--- src/rtl/pe_stream_pkg.sv ---
// Shared types and constants for the stream PE MAC.
//   prec_e     : SIMD precision select (8/4/2-bit lanes; code 3 behaves as 8-bit)
//   state_e    : job FSM states
//   SAT_*      : requantisation saturation bounds per precision
//   lane_count : number of SIMD lanes for a precision code
package pe_stream_pkg;

  typedef enum logic [1:0] {
    PREC_8B = 2'd0,
    PREC_4B = 2'd1,
    PREC_2B = 2'd2
  } prec_e;

  typedef enum logic [1:0] {
    IDLE  = 2'd0,
    ACCUM = 2'd1,
    FLUSH = 2'd2,
    OUT   = 2'd3
  } state_e;

  localparam int SAT_MAX_8B = 127;
  localparam int SAT_MIN_8B = -128;
  localparam int SAT_MAX_4B = 7;
  localparam int SAT_MIN_4B = -8;
  localparam int SAT_MAX_2B = 1;
  localparam int SAT_MIN_2B = -2;

  function automatic int unsigned lane_count(input logic [1:0] prec);
    case (prec)
      PREC_4B: return 2;
      PREC_2B: return 4;
      default: return 1;
    endcase
  endfunction

endpackage

--- src/rtl/pe_stream_mac_if.sv ---
// Handshake bundle for the stream PE MAC: config, input beat and result channels.
//   master : producer/consumer side (streamers + output collector)
//   slave  : PE side
interface pe_stream_mac_if #(
  parameter int unsigned ACT_W   = 8,
  parameter int unsigned ACC_W   = 32,
  parameter int unsigned LEN_W   = 16,
  parameter int unsigned SHIFT_W = 5
);
  logic               cfg_valid;
  logic               cfg_ready;
  logic [LEN_W-1:0]   cfg_len;
  logic [1:0]         cfg_precision;
  logic [SHIFT_W-1:0] cfg_shift;
  logic               cfg_relu;
  logic [ACC_W-1:0]   cfg_bias;

  logic               in_valid;
  logic               in_ready;
  logic [ACT_W-1:0]   in_act;
  logic [ACT_W-1:0]   in_wt;

  logic               out_valid;
  logic               out_ready;
  logic [ACT_W-1:0]   out_data;
  logic [ACC_W-1:0]   out_acc;

  modport master (
    output cfg_valid, cfg_len, cfg_precision, cfg_shift, cfg_relu, cfg_bias,
    output in_valid, in_act, in_wt, out_ready,
    input  cfg_ready, in_ready, out_valid, out_data, out_acc
  );

  modport slave (
    input  cfg_valid, cfg_len, cfg_precision, cfg_shift, cfg_relu, cfg_bias,
    input  in_valid, in_act, in_wt, out_ready,
    output cfg_ready, in_ready, out_valid, out_data, out_acc
  );
endinterface

--- src/rtl/pe_simd_mul.sv ---
// Combinational precision-scalable signed dot-product multiplier.
//   act, wt    : packed signed lanes (lane i = bits [i*w +: w])
//   precision  : 0=one 8b lane, 1=two 4b lanes, 2=four 2b lanes, 3=as 0
//   product_c  : sum of lane products, sign-extended to ACC_W
module pe_simd_mul
  import pe_stream_pkg::*;
#(
  parameter int unsigned ACT_W = 8,
  parameter int unsigned ACC_W = 32
) (
  input  logic [ACT_W-1:0] act,
  input  logic [ACT_W-1:0] wt,
  input  logic [1:0]       precision,
  output logic [ACC_W-1:0] product_c
);
  localparam int unsigned W4 = ACT_W / 2;
  localparam int unsigned W2 = ACT_W / 4;

  logic signed [ACC_W-1:0] p8, p4, p2;
  logic signed [W4-1:0]    a4, b4;
  logic signed [W2-1:0]    a2, b2;

  // All three lane splits are computed; precision only selects the sum.
  always_comb begin
    p8 = ACC_W'($signed(act)) * ACC_W'($signed(wt));
    p4 = '0;
    a4 = '0;
    b4 = '0;
    for (int i = 0; i < 2; i++) begin
      a4 = act[i*W4 +: W4];
      b4 = wt[i*W4 +: W4];
      p4 = p4 + ACC_W'(a4) * ACC_W'(b4);
    end
    p2 = '0;
    a2 = '0;
    b2 = '0;
    for (int i = 0; i < 4; i++) begin
      a2 = act[i*W2 +: W2];
      b2 = wt[i*W2 +: W2];
      p2 = p2 + ACC_W'(a2) * ACC_W'(b2);
    end
    case (precision)
      PREC_4B: product_c = p4;
      PREC_2B: product_c = p2;
      default: product_c = p8;
    endcase
  end
endmodule

--- src/rtl/pe_stream_mac.sv ---
// Sequential precision-scalable MAC processing element.
// Loads a bias, accumulates cfg_len activation/weight beats through a
// registered product stage, then requantises (shift, round, ReLU, saturate).
//   clk, reset : clock, asynchronous active-low reset
//   bus        : config / input beat / result handshakes (slave side)
//   busy       : job in progress (state != IDLE)
module pe_stream_mac
  import pe_stream_pkg::*;
#(
  parameter int unsigned ACT_W   = 8,
  parameter int unsigned ACC_W   = 32,
  parameter int unsigned LEN_W   = 16,
  parameter int unsigned SHIFT_W = 5
) (
  input  logic           clk,
  input  logic           reset,
  pe_stream_mac_if.slave bus,
  output logic           busy
);
  localparam logic [1:0] S_IDLE  = IDLE;
  localparam logic [1:0] S_ACCUM = ACCUM;
  localparam logic [1:0] S_FLUSH = FLUSH;
  localparam logic [1:0] S_OUT   = OUT;

  logic [1:0]         state_q, state_d;
  logic [ACC_W-1:0]   acc_q, acc_d;
  logic [LEN_W-1:0]   cnt_q, cnt_d, len_q, len_d;
  logic [1:0]         prec_q, prec_d;
  logic [SHIFT_W-1:0] shift_q, shift_d;
  logic               relu_q, relu_d;
  logic [ACC_W-1:0]   prod_q, prod_d;
  logic               prod_v_q, prod_v_d;
  logic               cfg_ready_q, cfg_ready_d;
  logic               in_ready_q, in_ready_d;
  logic               out_valid_q, out_valid_d;
  logic [ACT_W-1:0]   out_data_q, out_data_d;
  logic [ACC_W-1:0]   out_acc_q, out_acc_d;
  logic               busy_q, busy_d;

  logic [ACC_W-1:0]        mul_c;
  logic signed [ACC_W-1:0] shr_c, half_c, rnd_c, relu_c, sat_c, smax_c, smin_c;
  logic [ACT_W-1:0]        req_data_c;

  pe_simd_mul #(.ACT_W(ACT_W), .ACC_W(ACC_W)) u_mul (
    .act       (bus.in_act),
    .wt        (bus.in_wt),
    .precision (prec_q),
    .product_c (mul_c)
  );

  // Requantise the accumulator: round-half-up shift, ReLU, lane saturation.
  always_comb begin
    shr_c  = $signed(acc_q) >>> shift_q;
    half_c = $signed(acc_q) >>> (shift_q - SHIFT_W'(1));
    rnd_c  = shr_c;
    if (shift_q != '0) rnd_c = shr_c + ACC_W'(half_c[0]);
    relu_c = rnd_c;
    if (relu_q && rnd_c[ACC_W-1]) relu_c = '0;
    case (prec_q)
      PREC_4B: begin smax_c = ACC_W'(SAT_MAX_4B); smin_c = ACC_W'(SAT_MIN_4B); end
      PREC_2B: begin smax_c = ACC_W'(SAT_MAX_2B); smin_c = ACC_W'(SAT_MIN_2B); end
      default: begin smax_c = ACC_W'(SAT_MAX_8B); smin_c = ACC_W'(SAT_MIN_8B); end
    endcase
    sat_c = relu_c;
    if (relu_c > smax_c)      sat_c = smax_c;
    else if (relu_c < smin_c) sat_c = smin_c;
    req_data_c = ACT_W'(sat_c);
  end

  // Next-state and next-output logic.
  always_comb begin
    state_d     = state_q;
    acc_d       = acc_q;
    cnt_d       = cnt_q;
    len_d       = len_q;
    prec_d      = prec_q;
    shift_d     = shift_q;
    relu_d      = relu_q;
    prod_d      = prod_q;
    prod_v_d    = 1'b0;
    out_valid_d = out_valid_q;
    out_data_d  = out_data_q;
    out_acc_d   = out_acc_q;

    if (prod_v_q) acc_d = acc_q + prod_q;

    case (state_q)
      S_IDLE: begin
        if (bus.cfg_valid && cfg_ready_q) begin
          len_d   = bus.cfg_len;
          prec_d  = bus.cfg_precision;
          shift_d = bus.cfg_shift;
          relu_d  = bus.cfg_relu;
          acc_d   = bus.cfg_bias;
          cnt_d   = '0;
          state_d = (bus.cfg_len != '0) ? S_ACCUM : S_FLUSH;
        end
      end
      S_ACCUM: begin
        if (bus.in_valid && in_ready_q) begin
          prod_d   = mul_c;
          prod_v_d = 1'b1;
          cnt_d    = cnt_q + LEN_W'(1);
          if (cnt_d == len_q) state_d = S_FLUSH;
        end
      end
      S_FLUSH: begin
        // The last product lands in acc on the cycle prod_v drops.
        if (!prod_v_q) begin
          out_data_d  = req_data_c;
          out_acc_d   = acc_q;
          out_valid_d = 1'b1;
          state_d     = S_OUT;
        end
      end
      S_OUT: begin
        if (bus.out_ready) begin
          out_valid_d = 1'b0;
          state_d     = S_IDLE;
        end
      end
      default: state_d = S_IDLE;
    endcase

    // Ready flags follow the next state so a new cfg waits one cycle after out.
    cfg_ready_d = (state_d == S_IDLE);
    in_ready_d  = (state_d == S_ACCUM) && (cnt_d < len_d);
    busy_d      = (state_d != S_IDLE);
  end

  // State and output registers.
  always_ff @(posedge clk or negedge reset) begin
    if (!reset) begin
      state_q     <= S_IDLE;
      acc_q       <= '0;
      cnt_q       <= '0;
      len_q       <= '0;
      prec_q      <= '0;
      shift_q     <= '0;
      relu_q      <= 1'b0;
      prod_q      <= '0;
      prod_v_q    <= 1'b0;
      cfg_ready_q <= 1'b1;
      in_ready_q  <= 1'b0;
      out_valid_q <= 1'b0;
      out_data_q  <= '0;
      out_acc_q   <= '0;
      busy_q      <= 1'b0;
    end else begin
      state_q     <= state_d;
      acc_q       <= acc_d;
      cnt_q       <= cnt_d;
      len_q       <= len_d;
      prec_q      <= prec_d;
      shift_q     <= shift_d;
      relu_q      <= relu_d;
      prod_q      <= prod_d;
      prod_v_q    <= prod_v_d;
      cfg_ready_q <= cfg_ready_d;
      in_ready_q  <= in_ready_d;
      out_valid_q <= out_valid_d;
      out_data_q  <= out_data_d;
      out_acc_q   <= out_acc_d;
      busy_q      <= busy_d;
    end
  end

  assign bus.cfg_ready = cfg_ready_q;
  assign bus.in_ready  = in_ready_q;
  assign bus.out_valid = out_valid_q;
  assign bus.out_data  = out_data_q;
  assign bus.out_acc   = out_acc_q;
  assign busy          = busy_q;
endmodule

--- src/flat_wrapper.sv ---
// flat-port wrapper written by rule: the top's interface ports become plain ports
module pe_stream_mac_flat import pe_stream_pkg::*;
#(
  parameter int unsigned ACT_W   = 8,
  parameter int unsigned ACC_W   = 32,
  parameter int unsigned LEN_W   = 16,
  parameter int unsigned SHIFT_W = 5
)
  (clk, reset, busy, bus_cfg_valid, bus_cfg_len, bus_cfg_precision, bus_cfg_shift, bus_cfg_relu, bus_cfg_bias, bus_in_valid, bus_in_act, bus_in_wt, bus_out_ready, bus_cfg_ready, bus_in_ready, bus_out_valid, bus_out_data, bus_out_acc);
  pe_stream_mac_if #(.ACT_W(ACT_W), .ACC_W(ACC_W), .LEN_W(LEN_W), .SHIFT_W(SHIFT_W)) bus_i ();
  input  logic clk;
  input  logic reset;
  output logic busy;
  input wire logic [$bits(bus_i.cfg_valid)-1:0] bus_cfg_valid;
  input wire logic [$bits(bus_i.cfg_len)-1:0] bus_cfg_len;
  input wire logic [$bits(bus_i.cfg_precision)-1:0] bus_cfg_precision;
  input wire logic [$bits(bus_i.cfg_shift)-1:0] bus_cfg_shift;
  input wire logic [$bits(bus_i.cfg_relu)-1:0] bus_cfg_relu;
  input wire logic [$bits(bus_i.cfg_bias)-1:0] bus_cfg_bias;
  input wire logic [$bits(bus_i.in_valid)-1:0] bus_in_valid;
  input wire logic [$bits(bus_i.in_act)-1:0] bus_in_act;
  input wire logic [$bits(bus_i.in_wt)-1:0] bus_in_wt;
  input wire logic [$bits(bus_i.out_ready)-1:0] bus_out_ready;
  output wire logic [$bits(bus_i.cfg_ready)-1:0] bus_cfg_ready;
  output wire logic [$bits(bus_i.in_ready)-1:0] bus_in_ready;
  output wire logic [$bits(bus_i.out_valid)-1:0] bus_out_valid;
  output wire logic [$bits(bus_i.out_data)-1:0] bus_out_data;
  output wire logic [$bits(bus_i.out_acc)-1:0] bus_out_acc;
  assign bus_i.cfg_valid = bus_cfg_valid;
  assign bus_i.cfg_len = bus_cfg_len;
  assign bus_i.cfg_precision = bus_cfg_precision;
  assign bus_i.cfg_shift = bus_cfg_shift;
  assign bus_i.cfg_relu = bus_cfg_relu;
  assign bus_i.cfg_bias = bus_cfg_bias;
  assign bus_i.in_valid = bus_in_valid;
  assign bus_i.in_act = bus_in_act;
  assign bus_i.in_wt = bus_in_wt;
  assign bus_i.out_ready = bus_out_ready;
  assign bus_cfg_ready = bus_i.cfg_ready;
  assign bus_in_ready = bus_i.in_ready;
  assign bus_out_valid = bus_i.out_valid;
  assign bus_out_data = bus_i.out_data;
  assign bus_out_acc = bus_i.out_acc;
  pe_stream_mac #(.ACT_W(ACT_W), .ACC_W(ACC_W), .LEN_W(LEN_W), .SHIFT_W(SHIFT_W)) u_core (.clk(clk), .reset(reset), .bus(bus_i), .busy(busy));
endmodule
--- config.mk ---
export PLATFORM = sky130hd
export DESIGN_NAME = pe_stream_mac_flat
export DESIGN_NICKNAME = d
export VERILOG_FILES = /design/src/rtl/pe_stream_pkg.sv /design/src/rtl/pe_stream_mac_if.sv /design/src/rtl/pe_simd_mul.sv /design/src/rtl/pe_stream_mac.sv /design/src/flat_wrapper.sv
export SDC_FILE = /design/constraint.sdc
export NUM_CORES = 1
export LEC_CHECK = 0
export BUFFER_PORTS_ARGS = -buffer_cell sky130_fd_sc_hd__buf_2
export CELL_PAD_IN_SITES_DETAIL_PLACEMENT = 1
export CELL_PAD_IN_SITES_GLOBAL_PLACEMENT = 1
export CORE_MARGIN = 10
export CORE_UTILIZATION = 49
export DETAILED_ROUTE_END_ITERATION = 10
export PLACE_DENSITY_LB_ADDON = 0.1
export REMOVE_ABC_BUFFERS = 1
export SETUP_SLACK_MARGIN = 0.5
export SLEW_MARGIN = 20
export SYNTH_ARGS = -nofsm -noshare
export SYNTH_HDL_FRONTEND = slang
export SYNTH_SLANG_ARGS = --single-unit
--- constraint.sdc ---
create_clock -name clk -period 9.8 [get_ports clk]
set_clock_uncertainty 0.2 [all_clocks]
set_input_delay 1.96 -clock clk [delete_from_list [all_inputs] [get_ports clk]]
set_output_delay 1.96 -clock clk [all_outputs]
set_load 0.005 [all_outputs]
==> flow_summary.json <==
{
  "syn_inst": 1933,
  "utilization_pct": 52.9,
  "worstPathArrival_ns": 8.19,
  "ant_nets": 0,
  "fin_nets": 2296,
  "rr_worst_depth": 25,
  "endpoint": "u_core.bus.out_data[3]",
  "design.core.area_um2": 34500,
  "critPathMaxStageDelay_ns": 0.76,
  "drcViolationCount": 0,
  "wl_per_cell_um": 22.1,
  "max-slew-margin-rel_pct": 32.2,
  "slew_violations": 0,
  "portBuffers": 120,
  "viasPerCell": 5.99,
  "drv_cap": 0,
  "finalCriticalPeriod_ns": 8.06,
  "fp.dieW_um": 207,
  "io_pins": 121,
  "crit_path_max_fanout": 24,
  "critPathKind": "register to register",
  "yosys.cell_types.count": 120,
  "vias": 14739,
  "rsz0062_at_grt": "no",
  "grt_use_total_pct": 26.3,
  "status": "finished clean",
  "total_leakage_power_uw": 0.00881,
  "dp_hpwl_um": 41900,
  "tns_ns": 0,
  "drt_iter0_drc": 842,
  "initial_core_util_pct": 49.5,
  "path_common_cell": "ha_1",
  "worstMarginPinSlew_ns": 1.02,
  "clk_pin_slew_ns": 0.06,
  "wl_um": 54400,
  "cts.sinks": 135,
  "synthFlopType": "dfrtp_1",
  "multi_input_area_um2": 12400,
  "synth-seq-area-share_pct": 19.8,
  "cpMaxStageDelayCell": "dfrtp_2",
  "synth_seq_cells": 135,
  "row_count": 68,
  "period_share_pct": 82.2,
  "cts_tree": "done",
  "antenna_found_initial": 0,
  "required_ns": 9.93,
  "finalHoldViolations": 0,
  "setup_viol": 0,
  "min_path_type": "register to register",
  "start_kind": "register",
  "syn_avg_cell_area_um2": 8.82,
  "clock.fmax_mhz": 124,
  "p_per_area_nw_per_um2": 123,
  "layout_commonest_cell": "nand2_1",
  "area_growth_pct": 6.90,
  "grt_pass1_vias": 16008,
  "synth-edff-count": 0,
  "holdBufCountCts": 0,
  "dieHeight_um": 207,
  "yosys_warnings": 0,
  "dr.pass1.iters": 5,
  "htreeDepth": 4,
  "synth-async-reset-ratio_pct": 100,
  "ff2ff_setup_slack_ns": 1.74,
  "seq_area_um2": 3380,
  "die_area_um2": 42700,
  "diodes": 0,
  "clock_latency_ns": 0.45,
  "synthesis.area_um2": 17100,
  "fill_cells": 4174,
  "final_cell_mix": "296 x nand2_1, 166 x inv_1, 132 x dfrtp_1",
  "rr_startpoint": "u_core.shift_q[0]",
  "ys_top_cells_by_area": "dfrtp_1 20%, fa_1 12%, ha_1 9.1%",
  "drive_above_1_share_pct": 14.2,
  "grt_max_degree": 79,
  "synthDominantCellAreaShare_pct": 19.7,
  "gr-total-overflow": 0,
  "ctsResizeCount": 0,
  "endpoint_kind": "register",
  "crit_start": "u_core.shift_q[0]",
  "grt_first_pass_wirelength_um": 88600,
  "reg2reg_to": "u_core.bus.out_data[3]",
  "cts_setup_buffers": 0,
  "vdd_drop_max_mv": 0.192,
  "worstHoldStart": "u_core.bus.out_acc[16]",
  "cts_made_buffers": 17,
  "root_buffer": "clkbuf_16",
  "place.gp.congestion": 0.924,
  "clockBufferDepth": 2,
  "yosys.area.top_type": "dfrtp_1"
}
==> routing by layer <==
layer	vias to the layer above	global-route usage (%)	wire, um
met5	-	0	0
met4	0	8.57	1500
met3	96	3.39	1860
met2	307	46.6	28000
met1	7506	32.4	23100
li1	6830	-	-
==> how the worst min path moves through the flow <==
stage	to	slack, ns	depth (start not counted)
after floorplan	u_core.prod_q[7]	0.26	2
after global placement	u_core.bus.out_acc[17]	0.25	2
after detailed placement	u_core.bus.out_acc[16]	0.26	2
after CTS	u_core.bus.out_acc[16]	0.28	2
after global routing	u_core.bus.out_acc[16]	0.29	2
final	u_core.bus.out_acc[16]	0.27	2
==> logic make-up after synthesis <==
group | Yosys count | share of synthesized area (%)
AND/OR/NAND/NOR | 671 | 19.4
AO/OA/AOI/OAI | 414 | 16.1
buffers and inverters | 267 | 7.72
adder cells (fa/ha/maj) | 228 | 21.3
flip-flops | 135 | 19.8
multiplexers | 115 | 10.3
XOR/XNOR | 103 | 5.29
==> cell usage after synthesis, drive strengths merged, types with 6 or more instances <==
cell type / n
mux2i: 47
inv: 168
nand3: 27
and3: 20
mux4: 43
and2: 66
a221oi: 7
a21o: 24
xor2: 22
nand2b: 26
o22ai: 6
nor2b: 19
nand2: 297
mux2: 25
o311ai: 11
nand4: 10
or2: 14
o221ai: 9
a21oi: 97
o31ai: 13
o21ai: 115
dfrtp: 134
o21bai: 12
o211ai: 10
nor2: 107
nor4: 14
a2bb2oi: 6
fa: 104
buf: 38
ha: 124
clkbuf: 57
nand3b: 8
nor3: 34
xnor2: 81
a211o: 6
a211oi: 13
o21a: 17
a31oi: 18
==> flip-flops by register name (all words and copies together), names as in the netlist, 2 cells and up <==
register,flops
u_core.prod_q,16
u_core.cnt_q,16
u_core.shift_q,5
u_core.bus.out_acc,32
u_core.bus.out_data,8
u_core.acc_q,32
u_core.prec_q,2
u_core.state_q,2
u_core.len_q,16
==> worst max-delay path, delay by kind of cell, from the launching register on <==
kind | cells | cell delay, ns
buffers and inverters | 2 | 0.40
adder cells (fa/ha/maj) | 3 | 1.17
flip-flops | 1 | 0.76
AND/OR/NAND/NOR | 10 | 2.47
AO/OA/AOI/OAI | 7 | 1.62
multiplexers | 3 | 1.31
==> per-stage QoR <==
step | cells | power (uW) | instance area, um2 | hold WS, ns | setup slack, ns
after floorplan | 1836 | 1350 | 16400 | 0.255 | 1.31
after global placement | 2427 | 1580 | 17700 | 0.254 | 2.05
after detailed placement | 2427 | 1630 | 17700 | 0.263 | 1.81
after CTS | 2459 | 2270 | 18200 | 0.277 | 1.76
after global routing | 2459 | 2430 | 18200 | 0.292 | 1.10
final | 2459 | 2240 | 18200 | 0.272 | 1.74
==> where the power goes <==
group / switching (uW) / internal (uW)
clock network: 280 / 339
logic: 596 / 466
registers: 0 / 557
total: 875 / 1360
==> final cells by class <==
class	instances	share of cell area, %
clock buffers	23	2.57
flip-flops and latches	135	18.6
clock inverters	9	0.384
multi-input cells	1531	67.9
repair buffers	136	3.99
inverters	170	3.50
well taps	455	3.12
Note: power is estimated with default switching activity, not from simulation.
